===== src/rtl/clock_pkg.sv =====
// clock_pkg: time register mode encodings shared by the set controller and the time register
package clock_pkg;
  localparam logic [1:0] MODE_COUNTING      = 2'd0;
  localparam logic [1:0] MODE_SET_MINUTES   = 2'd1;
  localparam logic [1:0] MODE_SET_HOURS     = 2'd2;
  localparam logic [1:0] MODE_CLEAR_SECONDS = 2'd3;
  typedef enum logic [1:0] {
    RUN     = MODE_COUNTING,
    SET_MIN = MODE_SET_MINUTES,
    SET_HR  = MODE_SET_HOURS,
    CLR_SEC = MODE_CLEAR_SECONDS
  } state_t;
endpackage


===== src/rtl/button_debounce.sv =====
// button_debounce: two-flop synchronizer plus stability counter for one raw push-button
module button_debounce #(
  parameter int DEBOUNCE_CYCLES = 500_000
) (
  input  logic clk,
  input  logic rst,
  input  logic button,
  output logic level
);
  localparam int CW = $clog2(DEBOUNCE_CYCLES + 1);
  logic [1:0] sync;
  logic [CW-1:0] cnt;
  logic done;
  assign done = cnt == CW'(DEBOUNCE_CYCLES - 1);
  always_ff @(posedge clk or posedge rst)
    if (rst) begin
      sync  <= '0;
      cnt   <= '0;
      level <= 1'b0;
    end else begin
      sync <= {sync[0], button};
      cnt  <= (sync[1] == level || done) ? '0 : cnt + 1'b1;
      if (sync[1] != level && done) level <= sync[1];
    end
endmodule


===== src/rtl/time_set_controller.sv =====
// time_set_controller: turns set buttons into time register mode select and enable strobes
module time_set_controller import clock_pkg::*; #(
  parameter int SYS_CLK_HZ      = 50_000_000,
  parameter int FAST_SET_HZ     = 5,
  parameter int DEBOUNCE_CYCLES = 500_000
) (
  input  logic       i_clk,
  input  logic       i_reset,
  input  logic       i_set_minutes,
  input  logic       i_set_hours,
  input  logic       i_clear_seconds,
  output logic [1:0] o_mode,
  output logic       o_en
);
  localparam int FAST_P = SYS_CLK_HZ / FAST_SET_HZ;
  localparam int SW = $clog2(SYS_CLK_HZ);
  localparam int FW = $clog2(FAST_P);
  logic [2:0] raw, lvl;
  state_t state, next_state;
  logic [1:0] guard;
  logic [SW-1:0] sec_cnt;
  logic [FW-1:0] fast_cnt;
  logic sec_tick, fast_tick, change;
  assign raw = {i_clear_seconds, i_set_hours, i_set_minutes};
  for (genvar b = 0; b < 3; b++) begin : g_db
    button_debounce #(.DEBOUNCE_CYCLES(DEBOUNCE_CYCLES)) u_db (
      .clk(i_clk), .rst(i_reset), .button(raw[b]), .level(lvl[b])
    );
  end
  assign sec_tick  = sec_cnt == SW'(SYS_CLK_HZ - 1);
  assign fast_tick = fast_cnt == FW'(FAST_P - 1);
  assign change    = next_state != state;
  always_ff @(posedge i_clk or posedge i_reset)
    if (i_reset) state <= RUN;
    else state <= next_state;
  always_comb
    next_state = state == RUN ? (lvl[2] ? CLR_SEC : lvl[1] ? SET_HR : lvl[0] ? SET_MIN : RUN)
                              : (|lvl ? state : RUN);
  // guard runs 3,2 (blanked), 1 (entry strobe slot), 0; fast prescaler restarts once it expires
  always_ff @(posedge i_clk or posedge i_reset)
    if (i_reset) begin
      guard    <= '0;
      sec_cnt  <= '0;
      fast_cnt <= '0;
    end else begin
      guard    <= change ? 2'd3 : guard != 2'd0 ? guard - 2'd1 : 2'd0;
      sec_cnt  <= (state == CLR_SEC || sec_tick) ? '0 : sec_cnt + 1'b1;
      fast_cnt <= (change || guard != 2'd0 || fast_tick) ? '0 : fast_cnt + 1'b1;
    end
  always_comb begin
    o_mode = state;
    o_en   = !guard[1] && !(change && state != RUN) &&
             (state == RUN ? sec_tick : guard == 2'd1 || (state != CLR_SEC && guard == 2'd0 && fast_tick));
  end
endmodule


===== config.mk =====
export PLATFORM = sky130hd
export DESIGN_NAME = time_set_controller
export DESIGN_NICKNAME = d
export VERILOG_FILES = /design/src/rtl/clock_pkg.sv /design/src/rtl/button_debounce.sv /design/src/rtl/time_set_controller.sv
export SDC_FILE = /design/constraint.sdc
export NUM_CORES = 1
export LEC_CHECK = 0
export ABC_AREA = 1
export BUFFER_PORTS_ARGS = -buffer_cell sky130_fd_sc_hd__buf_4
export CORE_ASPECT_RATIO = 0.75
export CORE_MARGIN = 4
export CORE_UTILIZATION = 38
export CTS_CLUSTER_DIAMETER = 30
export CTS_CLUSTER_SIZE = 10
export DETAILED_ROUTE_END_ITERATION = 6
export GPL_TIMING_DRIVEN = 0
export PLACE_DENSITY = 0.54
export SLEW_MARGIN = 20
export SYNTH_ARGS = -nofsm -noshare
export SYNTH_HDL_FRONTEND = slang
export SYNTH_SLANG_ARGS = --single-unit

===== constraint.sdc =====
create_clock -name i_clk -period 3.2 [get_ports i_clk]
set_input_delay 0.32 -clock i_clk [delete_from_list [all_inputs] [get_ports i_clk]]
set_output_delay 0.32 -clock i_clk [all_outputs]
set_load 0.05 [all_outputs]

==> results of run 1 <==
where the power goes:
part / internal (mW) / switching (mW)
clock: 1.34 / 0.707
sequential: 1.53 / 0.00890
combinational: 0.0315 / 0.0583
total: 2.90 / 0.774
final timing paths:
kind | start | cells past startpoint | end
worst max-delay path | sec_cnt[0] | 10 | o_en
worst min-delay path | g_db[2].u_db.sync[0] | 0 | g_db[2].u_db.sync[1]
worst max register to register | g_db[1].u_db.cnt[0] | 7 | g_db[1].u_db.cnt[15]
worst min register to register | g_db[2].u_db.sync[0] | 0 | g_db[2].u_db.sync[1]
max in group asynchronous | i_reset | 5 | g_db[2].u_db.cnt[14]
min in group asynchronous | i_reset | 3 | sec_cnt[20]
placed cells by master, fill, tap and decap left out, types with 5 or more instances in the layout:
cell type  netlist  final
nor2_1         245    245
nand2_1        224    224
dfrtp_1        120    120
inv_1          101    100
nand3_1         71     71
nor3_1          37     37
xor2_1          29     29
clkbuf_16        0     17
nand4_1         15     15
a21oi_1         13     13
xnor2_1         10     10
buf_6            7      7
o21ai_0          7      7
buf_4            0      7
nand2_2          6      6
nor2_2           6      6
nor3_2           6      6
ha_1             5      5
routing by layer:
| layer | wire length, um | share of wire, % | vias to the layer above | GRT usage [%] |
|---|---|---|---|---|
| met5 | 0 | 0 | - | 0 |
| met4 | 158 | 1.0 | 0 | 4.21 |
| met3 | 780 | 5.1 | 12 | 4.93 |
| met2 | 5910 | 39 | 124 | 22.1 |
| met1 | 8360 | 55 | 2571 | 25.4 |
| li1 | - | - | 2963 | - |
registers in the layout, indices dropped and copies added (netlist names):
register and flops:
fast_cnt 24, g_db.u_db.cnt 57, g_db.u_db.level 3, g_db.u_db.sync 6
guard 2, o_mode 2, sec_cnt 26
layout make-up:
type                            instances  area [um2]  share of cell area (%)
Clock inverter                         12         173                    2.22
Buffer                                  8        83.8                    1.08
Multi-Input combinational cell        694        3210                    41.2
Timing Repair Buffer                   15         180                    2.31
Clock buffer                           20         457                    5.87
Tap cell                              236         295                    3.79
Inverter                              102         387                    4.97
Sequential cell                       120        3000                    38.6
worst max-delay path, stage by stage, from the launching register on:
cell and delay (ps):
dfrtp_1 440, ha_1 290, nand2_1 100, inv_1 80, nand2_1 100, nor2_1 140
nand2_2 110, nand2_1 80, nand2_1 40, nor2_1 120, buf_4 210
through the flow:
stage	area, um2	total power [mW]	util (%)	std cells
6_report	7780	3.68	45.7	1207
5_1_grt	7780	3.82	45.7	1207
4_1_cts	7780	3.73	45.7	1207
3_5_place_dp	7120	1.66	41.8	1171
3_3_place_gp	7030	1.64	41.3	1167
2_1_floorplan	6680	1.62	-	924
logic make-up after synthesis:
kind of cell / count (synthesis)
AOI/OAI and AO/OA: 28
adders and majority gates: 5
xor gates and xnor gates: 39
buffers and inverters: 110
and+or+nand+nor: 622
DFF: 120
cells in the mapped netlist:
cell type  number
o21a_1          1
nand4_1        15
xnor2_1        10
xor2_1         29
nor2_2          6
nor3_1         37
nand2_4         1
nor3b_1         2
nand2_1       224
nor3b_2         1
nand2_2         6
inv_2           1
o21ai_0         7
a21oi_1        13
nor3_2          6
nand3_1        71
and3_1          1
ha_1            5
o21ai_4         1
nor2_4          2
inv_1         101
buf_6           7
a21o_1          3
o21bai_1        2
buf_2           1
or2_1           1
o21ai_1         1
nor2_1        245
nand3b_1        3
nand3_2         1
dfrtp_1       120
==> results.md, run 1 <==
- Status: completed
- Initial Util: 39.2%
- First DRT Iteration DRCs: 513
- Cell taking the most area after synthesis: dfrtp_1
- CTS sink cnt: 120
- Core ar.: 17000 um2
- Post-synthesis adder-cell area fraction: 0.937%
- Final hold vios: 0
- MaxCap Viol Count: 0
- Mux cell area share after synthesis: 0%
- Tightest Pin Transition: 541 ps
- Slew Limit Headroom: 63.8%
- TNS Setup: 0 ps
- CTS tree: done
- Final period util: 76.6%
- Vias: 5670
- Setup-failing EPs final: 0
- Number of buffers created by CTS: 17
- Synth unique cells: 31
- RSZ-0062 raised after global routing: no
- Synth Area in XOR/XNOR: 5.12%
- Critical Path AT: 2130 ps
- Flop2flop setup slack: 1380 ps
- Row count: 41
- Pins Over Slew Limit: 0
- IO buf count: 7
- Antenna-violating nets left: 0
- CTS root buf: clkbuf_16
- Final Critical Period: 2450 ps
- Ports: 8
- GRT overflow: 0
- Min-delay worst type: flop to flop
- Compound-Gate Fraction of Synth Area: 2.49%
- Drt pass-1 iters: 5
- Post-CTS Resized: 0
- DP Wirelength: 11200 um
- #FFs+latches synth: 120
- Leakage power: 3.42 nW
- Post CTS Setup Buffer Count: 0
- Hold buffers post-CTS: 4
- Die width: 161 um
- Inserted Diodes: 0
- WS Path Type: flop to output port
- Worst setup EP type: output port
- Pwr per Cell Area: 472 nW/um2
- Synthesized area: 6680 um2
- Final WL: 15200 um
- Drt wl/cell: 12.6 um
- Vias in the first global route: 5104
- Main combinational cell family by area after synthesis: simple AND/OR/NAND/NOR gates
- Total Routing Usage GR: 16.4%
- Die Span Y: 123 um
- Clock slew at reported path FFs: 50 ps
- Hold slack: 344 ps
- Post-Syn Instances: 924
- Synth top area share: 45.0%
- Layout cells sized above 1: 7.83%
- Area delta synth->final: 16.6%
- Die area: 19800 um2
- Post-Synth Simple-Gate Area: 39.5%
- First-pass GRT wire length: 26000 um
- Required @ worst endpoint: 2880 ps
- Syn nets: 934
- Antenna violations before repair: 0
- DR vias/cell: 4.70
- Final #Nets: 968
- Critical Path Start Type: flop
- Max clock buf depth: 2
- Worst vdd ir: 0.000198 V
- Setup WS pre-CTS: 1160 ps
- Worst Skew: 21.0 ps
- RD Place Congestion: 0.898
- DRC: 0
- Largest net degree at the start of global routing: 34
- Crit Path Max Fanout: 6
- Ys Warns: 0
- Sequential-to-total area share from yosys stat: 45.0%
- H-tree Lvls: 4
- FMAX: 0.408 GHz
- Worst-Skew Late Latency: 430 ps
- Synthesized area per cell: 7.23 um2
- Min setup slack post-route: 747 ps
- Synth area leaders: dfrtp_1 45%, nor2_1 14%, nand2_1 13%, inv_1 5.7%, nand3_1 5.3%
- Fillers: 1733
(Power assumes the default switching activity.)
==> run 2, diff against run 1 <==
Settings changed: PLACE_DENSITY 0.54 to 0.53.
Clock period 3.2 ns to 2.4 ns, I/O delays scaled along.
==> run 2 against run 1 <==
  * Via count shrank 0.25%
  * First-iteration DRC count decreased by 23%
  * Non-clock buffer count stayed put
  * Largest cell class unchanged
  * Flip-flop and latch count unchanged
  * Critical endpoint unchanged
  * Count of clock-buffer cells in the layout grew 4
  * Highest routed layer unchanged
  * Global-route usage increased by 0.46 points
  * Cell count did not move
  * Hold slack gained 3.6 ps
  * Largest power group unchanged
  * Die area unchanged
==> results.md, run 2 (synthesis gave the netlist of run 1 again) <==
- Antenna violations before repair: 0
- Final Util: 45.5%
- Ports: 8
- Fillers: 1764
- Sequential Power Share: 44.2%
- Pwr per Cell Area: 600 nW/um2
- Number of buffers created by CTS: 17
- H-tree Lvls: 4
- First-pass GRT wire length: 26800 um
- Die area: 19800 um2
- Drt pass-1 iters: 5
- Tightest Pin Transition: 503 ps
- IO buf count: 7
- RD Place Congestion: 0.882
- Min-delay worst type: flop to flop
- Worst setup EP type: output port
- Top flop regs: g_db.u_db.cnt x57, sec_cnt x26, fast_cnt x24
- Hold path depth: 0
- Antenna-violating nets left: 0
- Critical Path AT: 1980 ps
- Setup-failing EPs final: 0
- GRT overflow: 0
- Hold slack: 347 ps
- Drt wl/cell: 12.6 um
- Most frequent cells in the layout: 244 x nor2_1, 224 x nand2_1, 119 x dfrtp_1
- Final #Nets: 968
- WS Path Type: flop to output port
- Total Routing Usage GR: 16.9%
- R2R depth: 7
- Critical Path Start Type: flop
- R2R Path End: g_db[1].u_db.cnt[16]
- Core ar.: 17000 um2
- Final Critical Period: 2220 ps
- MaxCap Viol Count: 0
- Sink of the worst hold path: g_db[2].u_db.sync[1]
- Internal power: 3.66 mW
- Setup WS pre-CTS: 375 ps
- First DRT Iteration DRCs: 393
- Commonest non-fill, non-tap cell in the layout: nor2_1
- CTS root buf: clkbuf_16
- Pins Over Slew Limit: 0
- Min setup slack post-route: 177 ps
- Clock slew at reported path FFs: 60 ps
- Hold path start: g_db[2].u_db.sync[0]
- Final WL: 15200 um
- Largest net degree at the start of global routing: 31
- DP Wirelength: 11500 um
- Initial Util: 39.2%
- CTS sink cnt: 120
- Worst Skew: 11.3 ps
- FMAX: 0.450 GHz
- Register area: 3000 um2
- Status: completed
- TNS Setup: 0 ps
- Slew Limit Headroom: 66.4%
- Top reg by flops: g_db.u_db.cnt
- Area delta synth->final: 16.0%
- Clock power frac: 53.2%
- Max reg flops: 57
- RSZ-0062 raised after global routing: no
- Final hold vios: 0
- Final period util: 92.6%
- CTS tree: done
- Sw Pwr: 984 uW
- Worst-Skew Late Latency: 420 ps
- Sw Share: 21.2%
- Crit Reg-Reg Startpoint: g_db[1].u_db.cnt[0]
- Vias: 5656
- Required @ worst endpoint: 2160 ps
- Row count: 41
- Worst vdd ir: 0.000341 V
- Post CTS Setup Buffer Count: 0
- Crit Path Max Fanout: 6
- Die Span Y: 123 um
- Leakage power: 3.39 nW
- Overall power: 4.65 mW
- Max clock buf depth: 2
- DRC: 0
- DR vias/cell: 4.69
- Layout cells sized above 1: 7.83%
- Inserted Diodes: 0
- Vias in the first global route: 5349
- Comb pwr share: 2.6%
- Die width: 161 um
- Flop2flop setup slack: 580 ps
- Multi-input gate area: 3220 um2
## run 2: cell types whose count changed in the layout (fill, tap and decap cells not counted)
cell	before	now
buf_4	7	6
buf_6	7	8
bufinv_16	4	2
clkbuf_1	1	5
clkinvlp_4	3	2
dfrtp_1	120	119
dfrtp_2	0	1
ha_1	5	3
ha_2	0	1
ha_4	0	1
inv_6	1	0
nor2_1	245	244
nor2_2	6	7
## run 2: layout make-up
| cell class | instances | area share (%) |
|---|---|---|
| clock buffers | 24 | 6.09 |
| plain buffers | 8 | 1.08 |
| flip-flops and latches | 120 | 38.8 |
| clock inverters | 8 | 1.24 |
| multi-input cells | 694 | 41.6 |
| repair buffers | 15 | 2.37 |
| well taps | 236 | 3.81 |
| inverters | 102 | 4.99 |
## run 2: worst max-delay path: stages (launching register included)
cell	delay, ps
dfrtp_2	440
ha_4	190
nand2_1	70
inv_1	80
nand2_1	110
nor2_1	150
nand2_2	110
nand2_1	70
nand2_1	60
nor2_2	130
buf_6	170
## run 2: how the worst max path moves through the flow
stage / startpoint / end / cells after the start
finish: sec_cnt[0] / o_en / 10
detailed placement: sec_cnt[0] / o_en / 10
global placement: i_reset / fast_cnt[19] / 2
global route: fast_cnt[0] / o_en / 8
floorplan: sec_cnt[0] / o_en / 9
CTS: sec_cnt[0] / o_en / 10
## run 2: per-layer routing
| layer | vias to the layer above | part of all wire (%) | GRT usage, % |
|---|---|---|---|
| met2 | 83 | 39 | 23.1 |
| met1 | 2597 | 57 | 26.6 |
| met3 | 10 | 4.0 | 4.36 |
| met5 | - | 0 | 0 |
| li1 | 2966 | - | - |
| met4 | 0 | 0.75 | 3.68 |
## run 2: what timing repair did
action / 4_1_cts / 5_1_grt
endpoints found under the hold margin: 21 / 0
hold buffers: 4 / 0
gates resized for setup: 2 / 4
endpoints found under the setup margin: 1 / 1
## run 2: power by group through the flow
stage	combinational [mW]	clock [mW]	sequential, mW
6_report	0.120	2.47	2.05
5_1_grt	0.142	2.65	2.05
4_1_cts	0.126	2.52	2.05
3_5_place_dp	0.120	0	2.09
3_3_place_gp	0.102	0	2.09
2_1_floorplan	0.0710	0	2.09
## run 2: through the flow
step	instance area [um2]	std cells
final	7750	1207
after global routing	7750	1207
after CTS	7730	1207
after detailed placement	7120	1171
after global placement	7030	1167
after floorplan	6680	924
==> run 3, diff against run 2 <==
Settings changed: ABC_AREA 1 to unset.
==> run 3 against run 2 <==
  * Total power fell by 0.15%
  * Area after synthesis fell by 14%
  * First-iteration DRC count fell by 51%
  * Sequential power barely moved
  * Largest cell class is now registers
  * Hold slack improved by 9.0 ps
  * Non-clock buffer count rose by 14
  * Clock power barely moved
  * Wire length fell by 29%
  * Register-to-register slack got worse by 240 ps
  * Cell count fell by 31%
  * Via count fell by 28%
==> results.md, run 3 <==
- Most common cell in the synthesized netlist: nor2_1
- Most frequent cells after synthesis: 124 x nor2_1, 120 x dfrtp_1, 55 x xor2_1
- Cell count after placement: 794
- GRT overflow: 0
- Largest net degree at the start of global routing: 30
- Max reg flops: 57
- Layout cells sized above 1: 13.4%
- Post-synth EDFFs: 0
- Vias: 4081
- Min-delay worst type: flop to flop
- Area delta synth->final: 19.6%
- Synthesized area per cell: 9.83 um2
- Vias in the first global route: 4082
- Drt wl/cell: 13.0 um
- Final Non-Filler Cells: 836
- Most frequent cells in the layout: 123 x nor2_1, 119 x dfrtp_1, 55 x xor2_1
- Antenna-violating nets left: 0
- Slew Limit Headroom: 44.2%
- Pwr per Cell Area: 677 nW/um2
- CTS tree: done
- Worst vdd ir: 0.000395 V
- Met1 Resource Use GR: 20.5%
- FMAX: 0.427 GHz
- Final instance area: 6860 um2
- Synthesized area: 5730 um2
- Status: completed
- Ports: 8
- Comb pwr share: 2.5%
- H-tree Lvls: 4
- Antenna violations before repair: 0
- M3 GR Usage: 4.04%
- Final #Nets: 634
- Critical Path AT: 2100 ps
- WS Path Type: flop to output port
- Async set-reset flop share out of synthesis: 100%
- Multi-input gate area: 2640 um2
- Crit-path cells: and4_4 > nand3_1 > or4_4 > a211oi_2 > buf_6
- DR vias/cell: 4.88
- First-pass GRT wire length: 19700 um
- Tightest Pin Transition: 829 ps
- Sw Pwr: 1.01 mW
- Crit Path Max Fanout: 4
- Setup-failing EPs final: 0
- Layer with the highest usage: met2
- Top reg by flops: g_db.u_db.cnt
- Worst setup EP type: output port
- Leakage power: 3.00 nW
- Number of buffers created by CTS: 17
- Inserted Diodes: 0
- Post-Syn Instances: 583
- Synth area leaders: dfrtp_1 52%, xor2_1 8.4%, nor2_1 8.1%, xnor2_1 6.4%, nand3_1 3.4%
- Ys Warns: 0
- Initial Util: 39.3%
- First DRT Iteration DRCs: 192
- MaxCap Viol Count: 0
- RSZ-0062 raised after global routing: yes
- Commonest non-fill, non-tap cell in the layout: nor2_1
- Final hold vios: 0
- Final Util: 47.0%
- RD Place Congestion: 0.792
- IO buf count: 7
- Sw Share: 21.7%
- CTS sink cnt: 120
- Sequential Power Share: 44.3%
- Top flop regs: g_db.u_db.cnt x57, sec_cnt x26, fast_cnt x24
- Slowest cell delay on critical path: 550 ps
- Synth Flop Type: dfrtp_1
- Register area: 3000 um2
- Row count: 38
- Cell taking the most area after synthesis: dfrtp_1
- Clock power frac: 53.1%
- Drt pass-1 iters: 5
- Synth top area share: 52.4%
- Internal power: 3.63 mW
- Core ar.: 14600 um2
- Grt met2 use: 20.7%
- Total Routing Usage GR: 14.1%
- Sequential-to-total area share from yosys stat: 52.4%
- DP Wirelength: 7400 um
- #FFs+latches synth: 120
- Die Span Y: 114 um
- Fillers: 1382
- Final period util: 97.5%
- Crit-path slowest cell: or4_4
- Final WL: 10900 um
- Die width: 150 um
- Dpl cell area: 6140 um2
- Required @ worst endpoint: 2160 ps
- Critical Path Start Type: flop
- Pins Over Slew Limit: 0
- Synth unique cells: 42
- DRC: 0
- Clock slew at reported path FFs: 60 ps
- Final Critical Period: 2340 ps
- Syn nets: 593
- Die area: 17100 um2
- CTS root buf: clkbuf_16
- Worst Skew: 13.2 ps
- Worst-Skew Late Latency: 410 ps
- Flop2flop setup slack: 340 ps
- Max clock buf depth: 2
## run 3: cell count changes after synthesis, sizes merged, moves of 8 or more
cell / change
inv: -87
nand3: -32
nand2: -186
xnor2: +32
and3: +16
a21oi: -8
nor3: -28
nor4: +12
nand4: +12
nor2: -128
xor2: +26
## run 3: timing repair
| action | CTS | global route |
|---|---|---|
| pin swaps | 2 | 2 |
| setup buffers | 5 | 2 |
| endpoints found under the hold margin | 23 | 0 |
| hold buffers | 4 | 0 |
| gates resized for setup | 8 | 4 |
| setup endpoints to repair | 1 | 1 |
## run 3: final timing paths
kind | from | to | cells past startpoint
setup reg to reg | g_db[2].u_db.cnt[0] | g_db[2].u_db.cnt[15] | 9
hold / removal | g_db[0].u_db.sync[0] | g_db[0].u_db.sync[1] | 0
hold reg to reg | g_db[0].u_db.sync[0] | g_db[0].u_db.sync[1] | 0
max in group asynchronous | i_reset | sec_cnt[6] | 5
setup / recovery | sec_cnt[13] | o_en | 5
min in group asynchronous | i_reset | g_db[0].u_db.sync[1] | 3
## run 3: power groups by stage
| stage | Clock [mW] | Combinational, mW | Sequential [mW] |
|---|---|---|---|
| 6_report | 2.46 | 0.118 | 2.06 |
| 2_1_floorplan | 0 | 0.0705 | 2.09 |
| 5_1_grt | 2.62 | 0.138 | 2.06 |
| 3_3_place_gp | 0 | 0.0973 | 2.09 |
| 4_1_cts | 2.51 | 0.123 | 2.06 |
| 3_5_place_dp | 0 | 0.117 | 2.09 |
## run 3: cells by family after synthesis
kind of cell	synth area share, %
compound gates	1.57
mux	0.589
fa+ha+maj	1.09
flops	52.4
simple gates	27.0
buf+inv	2.49
xor+xnor	14.8
## run 3: metrics by stage
stage               total power, mW  worst slack (ps)  setup TNS [ps]  hold WS [ps]
global placement               2.19              -151          -17600           338
CTS                            4.69              11.7               0           360
finish                         4.64              60.4               0           356
floorplan                      2.16              91.9               0           271
global route                   4.82             -31.4           -31.4           361
detailed placement             2.21               232               0           344
## run 3: cell type report
type / count / share of cell area [%]
plain buffers: 15 / 1.26
clock buffers: 19 / 6.46
clock inverters: 12 / 1.88
inverters: 15 / 0.876
multi-input cells: 433 / 38.5
flip-flops and latches: 120 / 43.8
well taps: 200 / 3.65
repair buffers: 22 / 3.56
## run 3: critical path: cells and delay by family, from the launching register on
kind,cells,cell delay (ps)
and+or+nand+nor,3,880
buffers and inverters,1,190
AOI/OAI and AO/OA,1,220
DFF,1,400
## run 3: routing by layer
layer	vias up	share of wire [%]
met5	-	0
met4	0	0.75
met3	7	2.9
met2	41	43
met1	1980	53
li1	2053	-
